### src/rtl/mips_wb_arbiter.sv
`default_nettype none
// ============================================================================
// Module      : mips_wb_arbiter
// Description : Round-robin write-back arbiter sharing two register-file write
//               ports among ALU0, ALU1, MEM and MUL/DIV, with a stall counter.
// Revision    : 1.0 - initial release
// ============================================================================
module mips_wb_arbiter #(
    parameter int NUM_REQ = 4,
    parameter int ADDR_W  = 5,
    parameter int DATA_W  = 32,
    parameter int CNT_W   = 16
) (
    input  logic                      clk,
    input  logic                      rst,
    input  logic [NUM_REQ-1:0]        req_valid,
    input  logic [NUM_REQ*ADDR_W-1:0] req_reg,
    input  logic [NUM_REQ*DATA_W-1:0] req_data,
    output logic [NUM_REQ-1:0]        req_ready,
    input  logic                      wb_hold,
    output logic [ADDR_W-1:0]         write_reg_1,
    output logic [DATA_W-1:0]         write_data_1,
    output logic                      signal_reg_write_1,
    output logic [ADDR_W-1:0]         write_reg_2,
    output logic [DATA_W-1:0]         write_data_2,
    output logic                      signal_reg_write_2,
    output logic [CNT_W-1:0]          stall_cnt
);

    logic [1:0]         r_rr_ptr;
    logic               w_open;
    logic [5:0]         w_grant;
    logic               w_v1;
    logic               w_v2;
    logic [1:0]         w_i1;
    logic [1:0]         w_i2;
    logic               w_stall;
    logic [5:0]         w_probe [NUM_REQ];

    // Returns {port1 valid, port1 index, port2 valid, port2 index}.
    function automatic logic [5:0] arbitrate(
        input logic [NUM_REQ-1:0]        vld,
        input logic [NUM_REQ*ADDR_W-1:0] regs,
        input logic [1:0]                ptr
    );
        logic              v1;
        logic              v2;
        logic [1:0]        i1;
        logic [1:0]        i2;
        logic [1:0]        idx;
        logic [ADDR_W-1:0] r;
        logic [ADDR_W-1:0] r1;
        v1 = 1'b0;
        v2 = 1'b0;
        i1 = 2'd0;
        i2 = 2'd0;
        r1 = '0;
        for (int k = 0; k < NUM_REQ; k++) begin
            idx = ptr + 2'(k);
            r   = regs[int'(idx)*ADDR_W +: ADDR_W];
            if (vld[idx] && (r != '0)) begin
                if (!v1) begin
                    v1 = 1'b1;
                    i1 = idx;
                    r1 = r;
                end else if (!v2 && (r != r1)) begin
                    v2 = 1'b1;
                    i2 = idx;
                end
            end
        end
        return {v1, i1, v2, i2};
    endfunction

    assign w_open  = !wb_hold && !rst;
    assign w_grant = arbitrate(req_valid & {NUM_REQ{w_open}}, req_reg, r_rr_ptr);
    assign w_v1    = w_grant[5];
    assign w_i1    = w_grant[4:3];
    assign w_v2    = w_grant[2];
    assign w_i2    = w_grant[1:0];

    // Each ready is evaluated as if its own valid were set, keeping ready
    // independent of that producer's valid.
    always_comb begin
        req_ready = '0;
        for (int i = 0; i < NUM_REQ; i++) begin
            w_probe[i]   = arbitrate((req_valid | (NUM_REQ'(1) << i)) & {NUM_REQ{w_open}},
                                     req_reg, r_rr_ptr);
            req_ready[i] = w_open &&
                           ((req_reg[i*ADDR_W +: ADDR_W] == '0) ||
                            (w_probe[i][5] && (w_probe[i][4:3] == 2'(i))) ||
                            (w_probe[i][2] && (w_probe[i][1:0] == 2'(i))));
        end
    end

    assign w_stall = |(req_valid & ~req_ready);

    always_ff @(posedge clk) begin
        if (rst) begin
            r_rr_ptr           <= 2'd0;
            stall_cnt          <= '0;
            signal_reg_write_1 <= 1'b0;
            signal_reg_write_2 <= 1'b0;
            write_reg_1        <= '0;
            write_reg_2        <= '0;
            write_data_1       <= '0;
            write_data_2       <= '0;
        end else begin
            signal_reg_write_1 <= w_v1;
            signal_reg_write_2 <= w_v2;
            if (w_v1) begin
                write_reg_1  <= req_reg[int'(w_i1)*ADDR_W +: ADDR_W];
                write_data_1 <= req_data[int'(w_i1)*DATA_W +: DATA_W];
            end
            if (w_v2) begin
                write_reg_2  <= req_reg[int'(w_i2)*ADDR_W +: ADDR_W];
                write_data_2 <= req_data[int'(w_i2)*DATA_W +: DATA_W];
            end
            if (w_v2) begin
                r_rr_ptr <= w_i2 + 2'd1;
            end else if (w_v1) begin
                r_rr_ptr <= w_i1 + 2'd1;
            end
            if (w_stall && (stall_cnt != '1)) begin
                stall_cnt <= stall_cnt + 1'b1;
            end
        end
    end

endmodule
`default_nettype wire

### config.mk
export PLATFORM = sky130hd
export DESIGN_NAME = mips_wb_arbiter
export DESIGN_NICKNAME = d
export VERILOG_FILES = /design/src/rtl/mips_wb_arbiter.sv
export SDC_FILE = /design/constraint.sdc
export NUM_CORES = 1
export LEC_CHECK = 0
export BUFFER_PORTS_ARGS = -buffer_cell sky130_fd_sc_hd__buf_2
export CAP_MARGIN = 25
export CORE_MARGIN = 5
export CORE_UTILIZATION = 55
export CTS_CLUSTER_SIZE = 20
export DETAILED_ROUTE_END_ITERATION = 16
export GPL_TIMING_DRIVEN = 1
export HOLD_SLACK_MARGIN = 0.12
export PLACE_DENSITY = 0.82
export SYNTH_ARGS = -nofsm -noshare
export SYNTH_HDL_FRONTEND = slang
export SYNTH_SLANG_ARGS = --single-unit
export TNS_END_PERCENT = 20
### constraint.sdc
create_clock -name clk -period 5.9 [get_ports clk]
set_input_delay 0.885 -clock clk [delete_from_list [all_inputs] [get_ports clk]]
set_output_delay 0.885 -clock clk [all_outputs]
set_load 0.02 [all_outputs]
==> impl_metrics.ini, run 1 <==
[cts]
htreeDepth = 3
worst_skew_pair.late_latency_ns = 0.35
cts_buffers = 9
cts_tree = done
cts_buffer_depth = 2
root_buffer = clkbuf_16
postCtsHoldBufs = 0
clk_pin_slew_ns = 0.07
clock-sinks = 94

[final_layout]
syn_to_final_growth_pct = 18.13
n_antenna_cell = 0
final_common_cell = buf_2
layout_common_cells = buf_2 (250), nand2_1 (160), mux2i_1 (98), mux2_2 (92), dfxtp_1 (92)
fin_util_pct = 66.59
fin_nets = 1645
drive_above_1_share_pct = 32.03

[yosys]
synth-async-reset-ratio_pct = 0
yosys_register_bits = 94
netlist_instances = 1279
syn-num-nets = 1440
synth_edf_count = 0
syn_area_per_cell_sq_um = 7.971
seq_area_frac_synth_pct = 18.46
ys_warn_count = 0
ys.flop_type = dfxtp_1
ys_types = 95
synthesis.area_sq_um = 10190

[setup_path]
path_class = reg2out
crit_path_frequent_cell = o21ai_0
r2r_cells = 13
slowest_delay_ns = 0.93
crit_buf_inv = 1
worstPathCellList = mux4_2, or4_1, o21ai_0, nand4_1, o221ai_1, xnor2_1, nand3_1, o21ai_0, nand2_1, buf_2
cp-end-kind = output port
r2r_setup_slack_ns = 0.44
rr_endpoint = write_reg_2[3]
crit_slowest_cell = dfxtp_2
startpoint_type = flop
arrival_ns = 4.68
cp.required_ns = 5.02
regToRegStartpoint = r_rr_ptr[1]
path_delay_family = simple AND/OR/NAND/NOR gates
critPathMaxFanout = 40

[timing]
finalClockSkew_ns = 0.01100
finalCritPeriodShare_pct = 94.27
hold_viol_final = 0
setup-tns-final_ns = 0
fin_crit_ns = 5.562
clock.fmax_mhz = 179.8
postLayoutSetupSlackWorst_ns = 0.3379
setup_viol_count_final = 0
final-max-slew-violation-count = 0
rsz0062_at_grt = no
worst-slew-pin-transition_ns = 1.025
holdWs_ns = 0.4505
max_slew_margin_pct = 31.67

[global_route]
grt_pass1_vias = 11496
met2_usage_pct = 61.50
grt_first_pass_wirelength_um = 67890
grt_util_all_layers_pct = 39.73
gr-usage-met3_pct = 11.99
grt_max_degree = 54
antenna_found_initial = 0
met1_usage_pct = 51.78
overflow = 0
grt_busiest_layer = met2

[floorplan]
ios = 251
core_sq_um = 18090
die_y_um = 146.1
initial_core_util_pct = 56.37
row_count = 49
die_w_um = 146.1
fp.dieArea_sq_um = 21360

[drt]
drc = 0
postRouteAntennaNets = 0
drt-total-wl_um = 44510
via_per_inst = 7.018
first_pass_iters = 6
drt-wirelength-per-cell_um = 25.91
drt-initial-drc-count = 1273
via_count = 12057

[status]
status = completed

[placement]
gp_congestion = 1.124
dpl.hpwl_um = 33890
dp_slack_ns = 0.3435
numPortBuffers = 250

[hold_path]
hp-start = write_data_1[19]
min_path_cells = 2
hp-class = reg2reg
hold_end = write_data_1[19]

[job]
maxCapViolCount = 0

[power_and_ir_drop]
powerDensity_nw_per_um2 = 566.3
peakVddDrop_v = 0.0003629
total_power_mw = 6.820
p_leak_nw = 4.925
==> metrics by stage <==
stage	std cells	area, sq um
floorplan	1279	10190
global placement	1701	11680
detailed placement	1702	11710
CTS	1718	12040
global route	1718	12040
finish	1718	12040
==> cell type report <==
class	count	area [sq um]
multi-input combinational	1014	7562
fill	1515	6043
sequential	94	1887
timing repair buffer	310	1772
tap	229	286.5
clock buffer	10	239.0
inverter	55	206.4
clock inverter	6	90.09
==> state kept, by name (all words and copies together), names as in the netlist <==
name	cells
r_rr_ptr	2
write_data_1	32
signal_reg_write_1	1
write_reg_1	5
write_data_2	32
write_reg_2	5
signal_reg_write_2	1
stall_cnt	16
==> routing by layer <==
metal / wire (um) / vias to the layer above
met5: 0 / -
met4: 1983 / 0
met3: 5307 / 159
met2: 19840 / 845
met1: 17380 / 5765
li1: - / 5288
==> where the power goes <==
part	internal [mW]	total [mW]	leakage (nW)	switching, mW
combinational	1.92	5.09	3.99	3.17
sequential	0.870	1.07	0.779	0.203
clock	0.386	0.654	0.159	0.268
==> cell usage after synthesis (9+ instances only) <==
cell	instances	area (sq um)
or3_1	18	112.6
nand3_1	25	125.1
o31ai_1	10	75.07
a21oi_1	88	440.4
o22ai_1	12	75.07
nand2_1	160	600.6
buf_6	9	101.4
o211ai_1	47	352.8
nor2_1	46	172.7
o221ai_1	46	402.9
buf_2	25	125.1
a31oi_1	13	81.33
mux2i_1	98	980.9
o21ai_0	46	230.2
dfxtp_1	94	1882
mux4_2	19	427.9
mux2_2	92	1036
xnor2_1	29	254.0
nor4_1	12	75.07
a211oi_1	19	142.6
buf_1	9	33.78
or4_1	12	90.09
clkbuf_1	64	240.2
nor3_1	24	120.1
inv_1	50	187.7
and3_1	9	56.30
==> logic make-up (layout without fill, tap and decap cells) <==
| kind of cell | count (synthesis) | count (layout) | share of synthesized area [%] |
|---|---|---|---|
| compound gates | 393 | 393 | 28.30 |
| xor+xnor | 35 | 35 | 3.007 |
| fa+ha+maj | 6 | 6 | 0.7364 |
| buf+inv | 171 | 381 | 7.572 |
| flops | 94 | 94 | 18.46 |
| mux | 209 | 209 | 23.98 |
| simple gates | 371 | 371 | 17.94 |
==> worst max-delay path by stage <==
stage | startpoint | depth (start not counted) | to
after floorplan | req_reg[3] | 11 | req_ready[3]
after global placement | req_reg[18] | 14 | write_reg_2[3]
after detailed placement | req_reg[18] | 14 | write_reg_2[1]
after CTS | r_rr_ptr[0] | 10 | req_ready[0]
after global routing | r_rr_ptr[1] | 10 | req_ready[0]
final | r_rr_ptr[1] | 10 | req_ready[0]
==> repair_timing <==
item / in CTS / in global routing
endpoints found under the setup margin: 0 / 1
gates resized for setup: 0 / 1
setup buffers: 0 / 0
==> worst min-delay path, cell delays in order, from the launching register on <==
cell and delay, ns:
dfxtp_1 0.31, nand2_1 0.05, a21oi_1 0.05
(Power assumes the default switching activity.)
==> run 2, diff against run 1 <==
Settings changed: CTS_BUF_LIST from default to sky130_fd_sc_hd__clkbuf_8, REMOVE_ABC_BUFFERS from default to 1.
==> impl_metrics.ini, run 2 (synthesis results as in run 1) <==
[floorplan]
core_sq_um = 18090
ios = 251
die_w_um = 146.1
initial_core_util_pct = 56.37
row_count = 49
fp.dieArea_sq_um = 21360
die_y_um = 146.1

[final_layout]
largest_registers = write_data_1 x32, write_data_2 x32, stall_cnt x16
final_area_sq_um = 11870
n_antenna_cell = 0
drive_above_1_share_pct = 31.83
syn_to_final_growth_pct = 16.41
fin_util_pct = 65.62
final_common_cell = buf_2
fillers = 1526
final_cells = 1712
layout_common_cells = buf_2 (250), nand2_1 (160), mux2i_1 (98), mux2_2 (92), dfxtp_1 (92)
fin_nets = 1639
multiInputGateArea_sq_um = 7564
register_area_sq_um = 1889

[global_route]
grt_busiest_layer = met2
grt_util_all_layers_pct = 38.32
grt_pass1_vias = 11250
grt_first_pass_wirelength_um = 65480
grt_max_degree = 76
overflow = 0
met1_usage_pct = 47.23
met2_usage_pct = 61.43
antenna_found_initial = 1
gr-usage-met3_pct = 9.359

[setup_path]
r2r_cells = 12
startpoint_type = flop
cp.required_ns = 5.02
setup.worst_path.start = r_rr_ptr[0]
r2r_setup_slack_ns = 0.61
arrival_ns = 4.80
path_class = reg2out
rr_endpoint = stall_cnt[10]
cp-end-kind = output port
worstPathCellList = mux4_2, or4_1, o21ai_0, nand4_1, o221ai_1, xnor2_1, nand3_1, o21ai_0, nand2_1, buf_2
slowest_delay_ns = 0.80
critPathMaxFanout = 29
crit_slowest_cell = or4_1
crit_path_frequent_cell = o21ai_0
regToRegStartpoint = r_rr_ptr[0]

[hold_path]
hold_end = write_data_1[17]
hp-class = reg2reg
hp-start = write_data_1[17]
min_path_cells = 2

[power_and_ir_drop]
total_power_mw = 6.495
internal-power_mw = 2.916
switchingPower_mw = 3.579
peakVddDrop_v = 0.0002978
combPwrFrac_pct = 76.8
p_clk_share_pct = 6.8
seq_power_share_pct = 16.4
swShare_pct = 55.10
powerDensity_nw_per_um2 = 547.3
p_leak_nw = 4.839

[cts]
clk_pin_slew_ns = 0.10
cts.repair_timing.setup_buffer_count = 0
root_buffer = clkbuf_8
worst_skew_pair.late_latency_ns = 0.40
clock-sinks = 94
cts_buffers = 9
htreeDepth = 3
cts_tree = done
cts_buffer_depth = 2

[drt]
via_per_inst = 6.862
via_count = 11748
drc = 0
drt-initial-drc-count = 1349
postRouteAntennaNets = 0
drt-total-wl_um = 42800
drt-wirelength-per-cell_um = 25.00
first_pass_iters = 6

[placement]
place_inst = 1696
gp_congestion = 1.075
dpl.hpwl_um = 32270
place_area_sq_um = 11670
numPortBuffers = 250
dp_slack_ns = 0.4265

[timing]
setup-tns-final_ns = 0
finalCritPeriodShare_pct = 96.30
setup_viol_count_final = 0
postLayoutSetupSlackWorst_ns = 0.2182
final-max-slew-violation-count = 0
max_slew_margin_pct = 15.61
rsz0062_at_grt = no
finalClockSkew_ns = 0.01987
hold_viol_final = 0
holdWs_ns = 0.4538
clock.fmax_mhz = 176.0
fin_crit_ns = 5.682
worst-slew-pin-transition_ns = 1.266

[job]
maxCapViolCount = 0

[status]
status = completed
-- run 2: cell count changes in the layout (fill, tap and decap cells not counted), moves of 2 or more --
cell | previous run | this run
clkbuf_16 | 9 | 0
bufinv_16 | 2 | 0
buf_12 | 4 | 6
clkbuf_8 | 1 | 9
buf_4 | 55 | 48
-- run 2: repair_timing --
action,in CTS,in global routing
resized for setup,0,2
hold buffers,0,0
setup endpoints to repair,0,1
hold endpoints to repair,0,0
-- run 2: layer usage --
metal  wire, um  share of wire (%)
met1      15910                 37
met4       3037                7.1
met3       4729                 11
met5          0                  0
met2      19120                 45
-- run 2: power by group through the flow --
| stage | Sequential, mW | Combinational (mW) | Clock [mW] |
|---|---|---|---|
| finish | 1.07 | 4.99 | 0.443 |
| global route | 1.10 | 5.25 | 0.473 |
| CTS | 1.06 | 4.87 | 0.445 |
| detailed placement | 1.07 | 4.85 | 0 |
| global placement | 1.06 | 4.81 | 0 |
| floorplan | 1.34 | 3.04 | 0 |
-- run 2: final cells by class --
cell class / instances / share of cell area, %
Clock buffer: 9 / 1.044
Multi-Input combinational cell: 1014 / 63.73
Clock inverter: 7 / 0.5588
Tap cell: 229 / 2.414
Sequential cell: 94 / 15.92
Timing Repair Buffer: 304 / 14.59
Inverter: 55 / 1.740
-- run 2: worst max path at each step --
stage	endpoint	slack, ns	cells after the start
global route	req_ready[0]	0.02	10
floorplan	write_reg_1[2]	-3.04	12
detailed placement	stall_cnt[7]	0.43	13
CTS	req_ready[0]	0.01	10
global placement	stall_cnt[10]	0.36	13
finish	req_ready[0]	0.22	10
-- run 2: worst max-delay path: cells and delay by family, from the launching register on --
| kind | cells | cell delay (ns) |
|---|---|---|
| flops | 1 | 0.67 |
| simple gates | 4 | 1.38 |
| compound gates | 3 | 1.28 |
| xor+xnor | 1 | 0.14 |
| mux | 1 | 0.74 |
| buf+inv | 1 | 0.17 |
==> run 3, diff against run 2 <==
--- a/config.mk
+++ b/config.mk
@@ -7,2 +7,3 @@
 export LEC_CHECK = 0
+export ABC_AREA = 1
 export BUFFER_PORTS_ARGS = -buffer_cell sky130_fd_sc_hd__buf_2
--- a/constraint.sdc
+++ b/constraint.sdc
@@ -3,2 +3,2 @@
 set_output_delay 0.885 -clock clk [all_outputs]
-set_load 0.02 [all_outputs]
+set_load 0.005 [all_outputs]
==> impl_metrics.ini, run 3 <==
[setup_path]
cp.required_ns = 5.02
crit_path_frequent_cell = nand2_1
worstPathCellList = inv_2, nand2_1, nand2_2, nand2_1, nand2_1, nor2_2, nand3_2, nand2_1, nand2_2, nor2_1, nand2_1, nand3_1, nand2_1, nor2_1, nand2_1, nand3_1, nand2_1, nand2_1, nand2_1, nand2_1, inv_1, buf_2
startpoint_type = flop
arrival_ns = 4.61
crit_slowest_cell = dfxtp_1
slowest_delay_ns = 0.66
path_class = reg2out
critPathMaxFanout = 25
cp-end-kind = output port

[yosys]
synthesis.area_sq_um = 10310
yosysTopAreaCell = nand2_1
seq_area_frac_synth_pct = 18.25
synth-async-reset-ratio_pct = 0
ys_warn_count = 0
syn_area_per_cell_sq_um = 5.408
yosys_register_bits = 94
ys_top_cells_by_count = nand2_1 (598), nand3_1 (289), inv_1 (252), a21oi_1 (104), o21ai_0 (102)
ys_top_cells_by_area = nand2_1 (22%), dfxtp_1 (18%), nand3_1 (14%), inv_1 (9.2%), a21oi_1 (5.0%)
synth.most_common_cell = nand2_1
yosys.area.top_type_share_pct = 21.76
synth_edf_count = 0
ys_types = 39
netlist_instances = 1907
ys.flop_type = dfxtp_1

[cts]
postCtsHoldBufs = 0
cts_resized = 0
cts_buffer_depth = 2
root_buffer = clkbuf_8
htreeDepth = 3
cts.repair_timing.setup_buffer_count = 0
cts_buffers = 9
clock-sinks = 94
clk_pin_slew_ns = 0.12
worst_skew_pair.late_latency_ns = 0.39
cts_tree = done

[timing]
rsz0062_at_grt = no
holdWs_ns = 0.4995
finalClockSkew_ns = 0.01266
final-max-slew-violation-count = 0
max_slew_margin_pct = 32.00
finalCritPeriodShare_pct = 93.09
setup_viol_count_final = 0
setup-tns-final_ns = 0
hold_viol_final = 0
worst-slew-pin-transition_ns = 1.013
fin_crit_ns = 5.492
clock.fmax_mhz = 182.1
postLayoutSetupSlackWorst_ns = 0.4075

[global_route]
grt_util_all_layers_pct = 35.67
antenna_found_initial = 5
overflow = 0
grt_pass1_vias = 11966
grt_first_pass_wirelength_um = 62910
grt_max_degree = 75

[final_layout]
drive_above_1_share_pct = 16.99
syn_to_final_growth_pct = 13.79
largest_registers = write_data_1 x32, write_data_2 x32, stall_cnt x16
fin_nets = 2246
layout_common_cells = nand2_1 (595), nand3_1 (289), inv_1 (251), buf_2 (250), a21oi_1 (104)
final_common_cell = nand2_1

[hold_path]
hp-class = reg2reg

[drt]
drc = 0
drt-wirelength-per-cell_um = 17.29
via_count = 13234
drt-total-wl_um = 40210
drt-initial-drc-count = 1119
postRouteAntennaNets = 0
via_per_inst = 5.690
first_pass_iters = 5

[job]
maxCapViolCount = 0

[floorplan]
fp.dieArea_sq_um = 21590
ios = 251
die_w_um = 146.9
die_y_um = 146.9
row_count = 50
initial_core_util_pct = 55.51
core_sq_um = 18580

[status]
status = completed

[placement]
dpl.hpwl_um = 29910
numPortBuffers = 250
gp_congestion = 1.095
dp_slack_ns = 0.8049
-- run 3: final cells by class --
type                            count  area [sq um]
Multi-Input combinational cell   1429          6867
Fill cell                        1851          6844
Sequential cell                    94          1883
Timing Repair Buffer              271          1434
Inverter                          280          1056
Tap cell                          234         292.8
Clock buffer                        9         123.9
Clock inverter                      7         75.07
Antenna cell                        2         5.005
-- run 3: cell families (layout without fill, tap and decap cells) --
| family | after synthesis | count (layout) | synth area share, % |
|---|---|---|---|
| AOI/OAI and AO/OA | 309 | 309 | 16.37 |
| other | 0 | 2 | 0 |
| DFF | 94 | 94 | 18.25 |
| adders and majority gates | 6 | 6 | 0.7279 |
| buffers and inverters | 384 | 567 | 15.41 |
| xor gates and xnor gates | 40 | 40 | 3.397 |
| and+or+nand+nor | 1074 | 1074 | 45.86 |
-- run 3: worst max-delay path: cells and delay by family (launching register included) --
kind	cells	cell delay [ns]
and+or+nand+nor	19	2.99
DFF	1	0.66
buffers and inverters	3	0.52
-- run 3: final timing paths --
kind,startpoint,endpoint,slack [ns],cells past startpoint
min,stall_cnt[5],stall_cnt[5],0.50,2
max,r_rr_ptr[1],req_ready[2],0.41,22
max reg2reg,r_rr_ptr[1],write_data_2[22],0.66,24
min reg2reg,stall_cnt[5],stall_cnt[5],0.50,2
-- run 3: per-stage QoR --
step	area, sq um	cells	utilization, %
floorplan	9781	1803	-
global placement	11530	2308	62.07
detailed placement	11530	2308	62.07
CTS	11730	2324	63.14
global route	11740	2326	63.17
finish	11740	2326	63.17
-- run 3: per-layer routing --
layer	wire [um]	global-route usage [%]	share of wire [%]
met1	15810	44.29	39
met2	18160	57.50	45
met3	3733	8.390	9.3
met4	2474	18.87	6.2
met5	29	0	0.072
Power of run 3 is not shown: default switching activity piles up to over one toggle a cycle in this logic, so the estimate is an artifact.
